[config.mk]
export PLATFORM = sky130hd
export DESIGN_NAME = alu_exec_stage
export DESIGN_NICKNAME = d
export VERILOG_FILES = /design/src/rtl/alu_exec_stage_pkg.sv /design/src/rtl/alu_exec_stage_buf.sv /design/src/rtl/alu_exec_stage.sv
export SDC_FILE = /design/constraint.sdc
export NUM_CORES = 1
export LEC_CHECK = 0
export CORE_MARGIN = 2
export CORE_UTILIZATION = 53
export CTS_CLUSTER_DIAMETER = 50
export DETAILED_ROUTE_END_ITERATION = 12
export PLACE_DENSITY = 0.81
export RECOVER_POWER = 50
export SYNTH_ARGS = -nofsm -noshare
export SYNTH_HDL_FRONTEND = slang
export SYNTH_SLANG_ARGS = --single-unit
[constraint.sdc]
create_clock -name clk -period 8.65 [get_ports clk]
set_input_delay 2.1625 -clock clk [delete_from_list [all_inputs] [get_ports clk]]
set_output_delay 2.1625 -clock clk [all_outputs]
set_load 0.03 [all_outputs]
[src/rtl/alu_exec_stage_pkg.sv]
// Shared execution-stage encodings: adder and logic control codes
// produced by the ALU control decoder.
package alu_exec_stage_pkg;

   localparam int CTRL_ADD_WIDTH   = 2;
   localparam int CTRL_LOGIC_WIDTH = 3;

   // Adder control; encoding 2'd3 is unassigned and decodes as illegal.
   typedef enum logic [CTRL_ADD_WIDTH-1:0] {
      CTRL_ADD  = 2'd0,
      CTRL_SUB  = 2'd1,
      CTRL_ADDI = 2'd2
   } ctrl_add_e;

   // Logic control; encodings 3'd6 and 3'd7 are unassigned and decode as illegal.
   typedef enum logic [CTRL_LOGIC_WIDTH-1:0] {
      CTRL_OR   = 3'd0,
      CTRL_XOR  = 3'd1,
      CTRL_AND  = 3'd2,
      CTRL_ORI  = 3'd3,
      CTRL_XORI = 3'd4,
      CTRL_ANDI = 3'd5
   } ctrl_logic_e;

endpackage

[src/rtl/alu_exec_stage_buf.sv]
// Small result FIFO between the ALU compute path and writeback.
// Holds {illegal, rd, data}; head is presented combinationally and
// reads as zero while the FIFO is empty.
module alu_result_buf
   import alu_exec_stage_pkg::*;
#(
   parameter int W     = 38,
   parameter int DEPTH = 2
) (
   input  logic                       clk,
   input  logic                       reset,
   input  logic                       flush,
   input  logic                       push,
   input  logic                       pop,
   input  logic [W-1:0]               din,
   output logic [W-1:0]               dout,
   output logic [$clog2(DEPTH+1)-1:0] count,
   output logic                       full,
   output logic                       empty
);

   localparam int PTR_W = (DEPTH > 1) ? $clog2(DEPTH) : 1;
   localparam int CNT_W = $clog2(DEPTH+1);

   logic [PTR_W-1:0] wr_ptr_reg, rd_ptr_reg;
   logic [CNT_W-1:0] count_reg;
   logic             do_push, do_pop;
   logic [W-1:0]     entry_q [DEPTH];

   assign full    = (count_reg == CNT_W'(DEPTH));
   assign empty   = (count_reg == '0);
   assign do_pop  = pop & ~empty;
   // A push at full is only allowed when the head leaves in the same cycle.
   assign do_push = push & (~full | do_pop);

   genvar gi;
   generate
      for (gi = 0; gi < DEPTH; gi++) begin : g_entry
         logic [W-1:0] entry_reg;
         // Capture the pushed word into the slot addressed by the write pointer.
         always_ff @(posedge clk) begin
            if (do_push && !reset && !flush && (wr_ptr_reg == PTR_W'(gi)))
               entry_reg <= din;
         end
         assign entry_q[gi] = entry_reg;
      end
   endgenerate

   // Pointer and occupancy bookkeeping; reset and flush empty the FIFO.
   always_ff @(posedge clk) begin
      if (reset || flush) begin
         wr_ptr_reg <= '0;
         rd_ptr_reg <= '0;
         count_reg  <= '0;
      end else begin
         if (do_push)
            wr_ptr_reg <= (wr_ptr_reg == PTR_W'(DEPTH-1)) ? '0 : wr_ptr_reg + 1'b1;
         if (do_pop)
            rd_ptr_reg <= (rd_ptr_reg == PTR_W'(DEPTH-1)) ? '0 : rd_ptr_reg + 1'b1;
         case ({do_push, do_pop})
            2'b10:   count_reg <= count_reg + 1'b1;
            2'b01:   count_reg <= count_reg - 1'b1;
            default: count_reg <= count_reg;
         endcase
      end
   end

   assign dout  = empty ? '0 : entry_q[rd_ptr_reg];
   assign count = count_reg;

endmodule

[src/rtl/alu_exec_stage.sv]
// ALU execution stage: aligns operands with the decoder's one-cycle-late
// controls, computes add/sub/logic results and queues them for writeback.
module alu_exec_stage
   import alu_exec_stage_pkg::*;
#(
   parameter int XLEN      = 32,
   parameter int RD_W      = 5,
   parameter int IMM_W     = 12,
   parameter int BUF_DEPTH = 2
) (
   input  logic                        clk,
   input  logic                        reset,
   input  logic                        flush,
   input  logic                        uop_valid_in,
   input  logic [XLEN-1:0]             rs1_data,
   input  logic [XLEN-1:0]             rs2_data,
   input  logic [IMM_W-1:0]            imm,
   input  logic [RD_W-1:0]             rd_addr,
   input  logic [CTRL_ADD_WIDTH-1:0]   ctrl_adder,
   input  logic                        uop_is_add,
   input  logic [CTRL_LOGIC_WIDTH-1:0] ctrl_logic,
   input  logic                        uop_is_logic,
   output logic                        stall_out,
   output logic                        wb_valid,
   input  logic                        wb_ready,
   output logic [XLEN-1:0]             wb_data,
   output logic [RD_W-1:0]             wb_rd,
   output logic                        wb_illegal
);

   localparam int ENTRY_W = 1 + RD_W + XLEN;
   localparam int CNT_W   = $clog2(BUF_DEPTH+1);

   logic              a_valid_reg;
   logic [XLEN-1:0]   a_rs1_reg, a_rs2_reg, a_imm_reg;
   logic [RD_W-1:0]   a_rd_reg;

   logic              accept, pop;
   logic [XLEN-1:0]   res_data;
   logic              res_legal;
   logic [ENTRY_W-1:0] buf_din, buf_dout;
   logic [CNT_W-1:0]  buf_count;
   logic              buf_full, buf_empty;
   logic [CNT_W:0]    occupancy;

   assign accept = uop_valid_in & ~stall_out;
   assign pop    = wb_valid & wb_ready;

   // Projected occupancy after this edge; stalling at the buffer depth
   // guarantees the uop in stage A always has a free slot next cycle.
   assign occupancy = (CNT_W+1)'(buf_count) + (CNT_W+1)'(a_valid_reg);
   assign stall_out = occupancy >= ((CNT_W+1)'(BUF_DEPTH) + (CNT_W+1)'(pop));

   // Stage A: hold operands for one cycle so they line up with the decoder controls.
   always_ff @(posedge clk) begin
      if (reset) begin
         a_valid_reg <= 1'b0;
         a_rs1_reg   <= '0;
         a_rs2_reg   <= '0;
         a_imm_reg   <= '0;
         a_rd_reg    <= '0;
      end else begin
         a_valid_reg <= accept & ~flush;
         if (accept) begin
            a_rs1_reg <= rs1_data;
            a_rs2_reg <= rs2_data;
            a_imm_reg <= {{(XLEN-IMM_W){imm[IMM_W-1]}}, imm};
            a_rd_reg  <= rd_addr;
         end
      end
   end

   // Result select; anything other than exactly one flag with a known code is illegal.
   always_comb begin
      res_data  = '0;
      res_legal = 1'b0;
      if (uop_is_add && !uop_is_logic) begin
         case (ctrl_adder)
            CTRL_ADD:  begin res_data = a_rs1_reg + a_rs2_reg; res_legal = 1'b1; end
            CTRL_SUB:  begin res_data = a_rs1_reg - a_rs2_reg; res_legal = 1'b1; end
            CTRL_ADDI: begin res_data = a_rs1_reg + a_imm_reg; res_legal = 1'b1; end
            default:   begin res_data = '0; res_legal = 1'b0; end
         endcase
      end else if (uop_is_logic && !uop_is_add) begin
         case (ctrl_logic)
            CTRL_OR:   begin res_data = a_rs1_reg | a_rs2_reg; res_legal = 1'b1; end
            CTRL_XOR:  begin res_data = a_rs1_reg ^ a_rs2_reg; res_legal = 1'b1; end
            CTRL_AND:  begin res_data = a_rs1_reg & a_rs2_reg; res_legal = 1'b1; end
            CTRL_ORI:  begin res_data = a_rs1_reg | a_imm_reg; res_legal = 1'b1; end
            CTRL_XORI: begin res_data = a_rs1_reg ^ a_imm_reg; res_legal = 1'b1; end
            CTRL_ANDI: begin res_data = a_rs1_reg & a_imm_reg; res_legal = 1'b1; end
            default:   begin res_data = '0; res_legal = 1'b0; end
         endcase
      end
   end

   // x0 writes always carry zero data; the illegal flag still travels with them.
   assign buf_din = {~res_legal, a_rd_reg,
                     (res_legal && (a_rd_reg != '0)) ? res_data : {XLEN{1'b0}}};

   alu_result_buf #(
      .W     (ENTRY_W),
      .DEPTH (BUF_DEPTH)
   ) u_buf (
      .clk   (clk),
      .reset (reset),
      .flush (flush),
      .push  (a_valid_reg),
      .pop   (pop),
      .din   (buf_din),
      .dout  (buf_dout),
      .count (buf_count),
      .full  (buf_full),
      .empty (buf_empty)
   );

   assign wb_valid   = ~buf_empty;
   assign wb_illegal = buf_dout[ENTRY_W-1];
   assign wb_rd      = buf_dout[XLEN +: RD_W];
   assign wb_data    = buf_dout[XLEN-1:0];

   // The stall rule must make a push into a full buffer without a pop impossible.
   overflow_never: assert property (@(posedge clk) disable iff (reset || flush)
                                    !(a_valid_reg && buf_full && !pop));

endmodule

### Word level (Yosys, flattened, before mapping)

Cells that the tools add are included.

| storage, ports and cells | value |
|---|---|
| word-level logic and storage cells | 85 |
| register bits after elaboration | 162 |

| cells by class | value |
|---|---|
| add/subtract/negate cells | 9 |
| magnitude comparators | 2 |
| muxes and demuxes | 16 |
| reductions and logical operators | 19 |
| equal/unequal tests | 10 |
| bitwise gates (word level) | 19 |

Operators with widths:

| cell | number |
|---|---|
| 32-bit case mux with 6 select lines | 1 |
| 38-bit 2-to-1 mux | 4 |
| 32-bit 2-to-1 mux | 3 |
| 32-bit case mux with 3 select lines | 1 |
| 32-bit adder | 2 |
| 32-bit bitwise AND | 2 |
| 32-bit bitwise OR | 2 |
| 32-bit XOR | 2 |
| 32-bit subtractor | 1 |
| 1-bit logical AND | 7 |
| 2-bit == test, second input constant | 3 |
| 3-bit by 2-bit == test with 1-bit output, second input constant | 2 |
| 3-bit == test, second input constant | 2 |
| 1-bit 2-to-1 mux | 6 |
| 1-bit inverter | 6 |
| 6-bit OR reduction | 1 |
| 1-bit bitwise AND | 5 |
| 5-bit nonzero test | 1 |
| 2-bit by 1-bit == test with 1-bit output, second input constant | 2 |
| 1-bit logical NOT | 4 |
| 2-bit logical NOT | 2 |
| 2-bit case mux with 2 select lines | 1 |
| 2-bit by 1-bit adder with 3-bit output | 1 |
| 2-bit by 1-bit adder with 3-bit output, first input constant | 1 |
| 12 further kinds | 13 |

### Logic depth before layout (Yosys ltp)

Gate-level depths: netlist (run 1).

| depth | value |
|---|---|
| depth in word-level cells | 9 |
| gate-level depth with buffers | 19 |
| mapped depth without buffers | 19 |

### Hierarchy

Synthesis (run 1) repeated with hierarchy kept, for this count alone.

| unflattened totals | value |
|---|---|
| cells, all modules | 1389 |
| area total of the unflattened synthesis | 10933.0 sq um |

By module, submodules not included:

| module | cells an instance | area an instance (sq um) | instances | sequential area each (sq um) |
|---|---|---|---|---|
| alu_exec_stage | 1201 | 7801.2 | 1 | 1641.6 |
| alu_result_buf | 188 | 3131.8 | 1 | 2362.3 |

### Worst setup path after synthesis (run 1)

Ideal clock, no wire load.

| timing path | value |
|---|---|
| kind | input -> register |
| start | input ctrl_adder[0] |
| end | register u_buf.g_entry[0].entry_reg[18] (data pin) |
| arrival time | 5318 ps |
| library setup time | 258 ps |
| stages | 17 |
| setup slack | 3074 ps |
| data required time | 8392 ps |
| path through | inv_1 -> ha_1 -> clkbuf_1 -> clkbuf_1 -> o21ai_0 -> o21ai_0 -> ha_1 -> inv_1 -> fa_1 -> nor2b_1 -> o2111ai_1 -> a31oi_1 -> o211ai_1 -> a21oi_1 -> o311ai_0 -> a21o_1 -> a31o_2 |

| on the way | value |
|---|---|
| cells in the longest elaborated chain, start to end | 6 |

Ends and longest elaborated chain:

| what | RTL line | source |
|---|---|---|
| from (decl) | alu_exec_stage.sv:19 | `input logic [CTRL_ADD_WIDTH-1:0] ctrl_adder,` |
| 2-bit == test (tied with other cells) | alu_exec_stage.sv:78 | `case (ctrl_adder)` |
| 3-bit OR reduction (no source line) | n/a |  |
| 1-bit 2-to-1 mux | alu_exec_stage.sv:78 |  |
| 1-bit 2-to-1 mux | alu_exec_stage.sv:77 | `if (uop_is_add && !uop_is_logic) begin` |
| 1-bit logical AND | alu_exec_stage.sv:99 | `(res_legal && (a_rd_reg != '0)) ? res_data : {XLEN{1'b0}}};` |
| 32-bit 2-to-1 mux (*) | alu_exec_stage.sv:99 |  |
| net buf_din[18] | alu_exec_stage.sv:41 | `logic [ENTRY_W-1:0] buf_din, buf_dout;` |
| to (signal assigned) | alu_exec_stage_buf.sv:43 | `entry_reg <= din;` |
| to (decl) | alu_exec_stage_buf.sv:39 | `logic [W-1:0] entry_reg;` |

The timed path passes the listed nets; every way through them passes the cells marked *.
A chain may end at the register's enable or synchronous reset.

### Worst setup path after layout (run 1)

| timing path | value |
|---|---|
| start | input ctrl_adder[0] |
| end | register u_buf.g_entry[1].entry_reg[26] (data pin) |

| on the way | value |
|---|---|
| cells in the longest elaborated chain, start to end | 6 |

Ends and longest elaborated chain:

| what | RTL line |
|---|---|
| 2-bit == test (tied with other cells) | alu_exec_stage.sv:78 |
| 3-bit OR reduction (no source line) | n/a |
| 1-bit 2-to-1 mux | alu_exec_stage.sv:78 |
| 1-bit 2-to-1 mux | alu_exec_stage.sv:77 |
| 1-bit logical AND | alu_exec_stage.sv:99 |
| 32-bit 2-to-1 mux (*) | alu_exec_stage.sv:99 |
| net buf_din[26] | alu_exec_stage.sv:41 |
| to (signal assigned) | alu_exec_stage_buf.sv:43 |
| to (decl) | alu_exec_stage_buf.sv:39 |

Marked as above.

==> run metrics, run 1 <==
ANT cells 0; Post-synth EDFFs 76; failing checks capacitance limit, slew limit; Post-Syn Area roughly 11000 um^2; crit-path max cell delay 0.54 ns; fin crit period 6.64 ns; Mapped Cells 1358; GR Util All Layers 0.287; Post-Route WL 30.9 mm; actual slew at the worst max-slew pin 3.69 ns; Num CTS Buffers 17; CTS Root Cell clkbuf_16; non-filler cells, final 1708; # placed instances 1677; detailed placer's ending HPWL 22.1 mm; Vias/cell 6.06; Yosys warnings 0; synth unique cells 73; Die Y between 100 and 150 um; gpl congestion around 1; worst-case clock skew 0.0136 ns; Seq/Total Area, Yosys 0.376; Setup crit start kind primary input; largest net degree at the start of global routing 84; area leader, netlist edfxtp_1; worst hold path class flip-flop to flip-flop; DRC violations left 0; wire length of the first global-routing pass 49.4 mm; Avg Inst Size Synth 7.85 um^2; leakage power 4.65 nW; family with the most delay on the worst path compound AO/OA/AOI/OAI gates; total negative setup slack 0 ns; post-CTS setup buffers 0; initial antenna violation count 0; Crit-path slowest cell ha_1; fraction of layout cells with a size suffix above 1 0.0527; Max-slew headroom -1.46; Post-CTS Resized 0; Cell Chain, Critical Path clkdlybuf4s50_1, inv_1, ha_1, buf_4, a21oi_1, buf_4, nand3_1, a21oi_1, nor2_1, ha_1, a21oi_1, o221ai_1, a21o_1, a211oi_2, a21oi_1, o21ai_0, a211oi_1, or3_1; final max-slew violation count ~160; CP endpoint kind flip-flop; unrepaired setup endpoints after global routing false; # fillers 1700; run status finished, violations left; number of flip-flops in the largest register 76; Max Cap Viol 3; DR pass1 iterations 7; Synth top area share 0.214; #FFs+latches synth between 150 and 200; WP buf/inv 4; most used cell, CP a21oi_1; clk buf depth 2; peak supply drop between 100 and 150 uV; Worst-Skew Late Latency 0.44 ns; H-tree depth 4; Max Fclk 151 MHz; Pwr per Cell Area around 160 nW/um^2; WL per Instance 18.1 um; I/O pin count 133; # hold bufs at CTS 0; final hold vios 0; async set or reset register ratio after synthesis 0; Initial DRC Count about 1200; chip width 146 um; path length in cells of the critical path 18; core area 19600 um^2; via count 10400; Synth area leaders edfxtp_1, dfxtp_1, a21oi_1; Port Buf Inserts 132; R2R depth 18; Die ar. between 20000 and 25000 um^2; Main synth FF type dfxtp_1; CTS tree built; fin crit share 0.768; layout net count roughly 1600; Fin Hold WS 0.483 ns; hold path cells 0; Starting Density 0.544; Worst EP required 8.83 ns; Area growth syn-to-layout 18.7%; Crit Path Class primary input to flip-flop; gr ovfl total 0; Syn Nets 1496; standard-cell row count 51; Clock transition at path regs ~0.070 ns; clock sink total 162; vias in the first global route roughly 9000; crit path DAT 6.82 ns; post-route ant nets 0; Setup violations, final 0; CP Max Fanout 28
-- routing by layer --
metal,part of all wire,GRT usage
met5,0,0
met4,0.013,0.0676
met3,0.088,0.0495
met2,0.43,0.431
met1,0.47,0.429
-- synth_stat cells (6+ instances only) --
master / n
nand2_1: 209
o22ai_1: 26
xor2_1: 6
nor3b_1: 12
nor4_1: 8
xnor2_1: 18
and2_1: 8
inv_1: 45
o21bai_1: 7
mux2i_1: 40
and3_1: 7
ha_1: 44
a21o_1: 23
o21ai_0: 86
edfxtp_1: 76
nor2_1: 168
clkbuf_1: 87
a221oi_1: 31
nand3_1: 9
o211ai_1: 6
dfxtp_1: 86
a21oi_1: 209
nor3_1: 38
-- final timing paths --
check | start | end | slack [ns]
hold reg to reg | a_rd_reg[3] | u_buf.g_entry[0].entry_reg[35] | 0.48
setup reg to reg | a_rs2_reg[0] | u_buf.g_entry[0].entry_reg[31] | 3.69
hold / removal | a_rd_reg[3] | u_buf.g_entry[0].entry_reg[35] | 0.48
setup / recovery | ctrl_adder[0] | u_buf.g_entry[1].entry_reg[26] | 2.01
-- final cells by class --
class / instances / area, um^2 / share of cell area
multi-input combinational: 1054 / 6110 / 0.483
sequential: 162 / 4010 / 0.317
timing repair buffer: 151 / 1450 / 0.115
clock buffer: 18 / 429 / 0.0339
tap: 265 / 332 / 0.0262
inverter: 45 / 169 / 0.0134
clock inverter: 13 / 151 / 0.0120
-- power by group --
| group | internal, mW | switching (mW) |
|---|---|---|
| Sequential | 0.826 | 0.0421 |
| Clock | 0.430 | 0.338 |
| Combinational | 0.180 | 0.260 |
-- stage by stage --
stage	instance area, um^2	setup WS, ns	utilization	total power [mW]
4_1_cts	12700	2.14	0.646	2.06
3_3_place_gp	12100	1.84	0.617	1.30
3_5_place_dp	12100	1.73	0.617	1.31
5_1_grt	12600	1.64	0.646	2.15
6_report	12600	2.01	0.646	2.08
2_1_floorplan	10700	3.07	-	1.17
-- cell families after synthesis --
family	share of synthesized area
simple gates	0.211
compound gates	0.250
flops	0.376
buf+inv	0.0520
fa+ha+maj	0.0535
mux	0.0386
xor+xnor	0.0197
-- layout by cell type, fill, tap and decap left out, types with 6 or more instances in the layout --
master	instances
nor3_1	38
clkbuf_16	17
a221oi_1	31
a21oi_1	209
a21o_1	23
nor3b_1	12
o22ai_1	26
o211ai_1	6
dlygate4sd3_1	11
mux2i_1	40
clkdlybuf4s50_1	120
o21bai_1	7
dfxtp_1	85
nor4_1	8
nand2_1	208
xor2_1	6
ha_1	44
xnor2_1	18
inv_1	45
buf_4	17
o21ai_0	86
nor2_1	167
nand3_1	9
and2_1	7
edfxtp_1	76
and3_1	7
(Power assumes the default switching activity.)
==> inputs of run 2 (changes only) <==
--- a/config.mk
+++ b/config.mk
@@ -6,7 +6,7 @@
 export NUM_CORES = 1
 export LEC_CHECK = 0
 export CORE_MARGIN = 2
-export CORE_UTILIZATION = 53
+export CORE_UTILIZATION = 51
 export CTS_CLUSTER_DIAMETER = 50
 export DETAILED_ROUTE_END_ITERATION = 12
 export PLACE_DENSITY = 0.81
==> constraint.sdc (replaced) <==
create_clock -name clk -period 5.54 [get_ports clk]
set_input_delay 1.385 -clock clk [delete_from_list [all_inputs] [get_ports clk]]
set_output_delay 1.385 -clock clk [all_outputs]
set_load 0.03 [all_outputs]
==> run metrics, run 2 (synthesis results as in run 1) <==
commonest cells after routing, fill and taps aside a21oi_1, nand2_1, nor2_1; final max-slew violation count 161 (-0.62%); peak supply drop 208 uV (+47%); clk buf depth 2 (unchanged); Worst-Skew Late Latency 0.44 ns (about the same); via count 10400 (+0.48%); fin crit share 0.950; clock sink total 162 (unchanged); worst-case clock skew 0.0109 ns (-0.00277 ns); total negative setup slack 0 ns (unchanged); WL per Instance 17.6 um (-2.6%); failing checks capacitance limit, slew limit; layout net count 1588 (+1.2%); Area growth syn-to-layout 20.2%; unrepaired setup endpoints after global routing false; final hold vios 0 (unchanged); most common cell after layout, fill and taps aside a21oi_1; H-tree depth 4 (unchanged); # fillers 1741 (+2.4%); number of flip-flops in the largest register 76 (unchanged); actual slew at the worst max-slew pin 3.79 ns (+0.0970 ns); CP Max Fanout 22 (-21%); Clock transition at path regs 0.07 ns (about the same); Post-CTS Resized 0 (unchanged); Max-slew headroom -1.53 (-0.0647); core area 20400 um^2 (+4.0%); Core Util, Final 0.629 (-0.0163); Max Fclk 190 MHz; chip width 149 um (+1.9%); CP endpoint kind flip-flop; FF+latch area 4010 um^2 (unchanged); Crit-path slowest cell clkdlybuf4s50_1; Num CTS Buffers 17 (unchanged); GR Util All Layers 0.279 (-0.00722); Pwr per Cell Area 255 nW/um^2 (+56%); largest net degree at the start of global routing 83 (-1.2%); crit-path max cell delay 0.52 ns (-0.02 ns); Setup violations, final 0 (unchanged); Setup crit start kind primary input; gr ovfl total 0 (unchanged); Placed Area 12200 um^2 (+1.3%); Cell Chain, Critical Path clkdlybuf4s50_1, inv_1, ha_1, buf_12, o21ai_0, ha_1, inv_1, fa_1, nor2b_1, o2111ai_1, a31oi_1, o211ai_1, a21oi_1, o21ai_0, buf_4, and4_1, or3_1; I/O pin count 133 (unchanged); fin crit period 5.26 ns; worst hold path class flip-flop to flip-flop; Multi-input gate area 6110 um^2 (about the same); DR pass1 iterations 6 (-1); Final Cell Area 12800 um^2 (+1.3%); detailed placer's ending HPWL 21.9 mm (-1.0%); Final Power 3.27 mW (+58%); ANT cells 0 (unchanged); WP buf/inv 5 (+1); vias in the first global route 9428 (+3.8%); DRC violations left 0 (unchanged); Worst EP required 5.71 ns (-3.12 ns); Post-Route WL 30.5 mm (-1.2%); wire length of the first global-routing pass 49.5 mm (+0.25%); fraction of layout cells with a size suffix above 1 0.0636 (+0.0109); family with the most delay on the worst path compound AO/OA/AOI/OAI gates; standard-cell row count 52 (+2.0%); Vias/cell 6.01 (-0.97%); Die ar. 22100 um^2 (+3.8%); Starting Density 0.523 (-0.0207); Port Buf Inserts 132 (unchanged); crit path DAT 5.44 ns (-1.38 ns); leakage power 4.71 nW (+1.4%); Initial DRC Count 1409 (+14%); CTS tree built; Crit Path Class primary input to flip-flop; post-CTS setup buffers 0 (unchanged); initial antenna violation count 0 (unchanged); Max Cap Viol 3 (unchanged); # hold bufs at CTS 0 (unchanged); gpl congestion 0.997 (+2.3%); Die Y 149 um (+1.9%); CTS Root Cell clkbuf_16; post-route ant nets 0 (unchanged); run status finished, violations left
[run 2: worst register-to-register path, delay by kind of cell (launching register included)]
family / cells / cell delay (ns)
compound gates: 8 / 1.73
xor+xnor: 1 / 0.15
fa+ha+maj: 2 / 0.48
buf+inv: 1 / 0.14
flops: 1 / 0.38
simple gates: 6 / 1.72
[run 2: path summary, 6_finish.rpt]
path	start	end	slack [ns]	cells after the start
setup / recovery	ctrl_adder[0]	u_buf.g_entry[1].entry_reg[26]	0.28	17
hold / removal	a_rd_reg[3]	u_buf.g_entry[1].entry_reg[35]	0.49	0
setup reg to reg	a_rs2_reg[0]	u_buf.g_entry[0].entry_reg[29]	0.63	18
hold reg to reg	a_rd_reg[3]	u_buf.g_entry[1].entry_reg[35]	0.49	0
[run 2: where the power goes]
part | leakage, nW | internal [mW] | switching [mW]
logic | 3.02 | 0.294 | 0.408
clock network | 0.292 | 0.677 | 0.537
registers | 1.40 | 1.29 | 0.0657
[run 2: metrics by stage]
stage / hold WS, ns / worst slack [ns] / instances
floorplan: 0.439 / 0.741 / 1358
global placement: 0.456 / 0.113 / 1701
detailed placement: 0.467 / -0.0431 / 1701
CTS: 0.480 / 0.390 / 1733
global route: 0.509 / 0.0893 / 1733
finish: 0.490 / 0.278 / 1733
[run 2: routing by layer]
metal,share of wire,track usage,wire (um)
met1,0.45,0.415,13700
met2,0.43,0.410,13000
met4,0.022,0.0829,671
met5,0,0,0
met3,0.10,0.0571,3080
[run 2: final cells by class]
class	count	area share
clock inverter	15	0.0134
multi-input combinational	1054	0.476
clock buffer	17	0.0332
inverter	45	0.0132
tap	270	0.0264
sequential	162	0.313
timing repair buffer	170	0.125
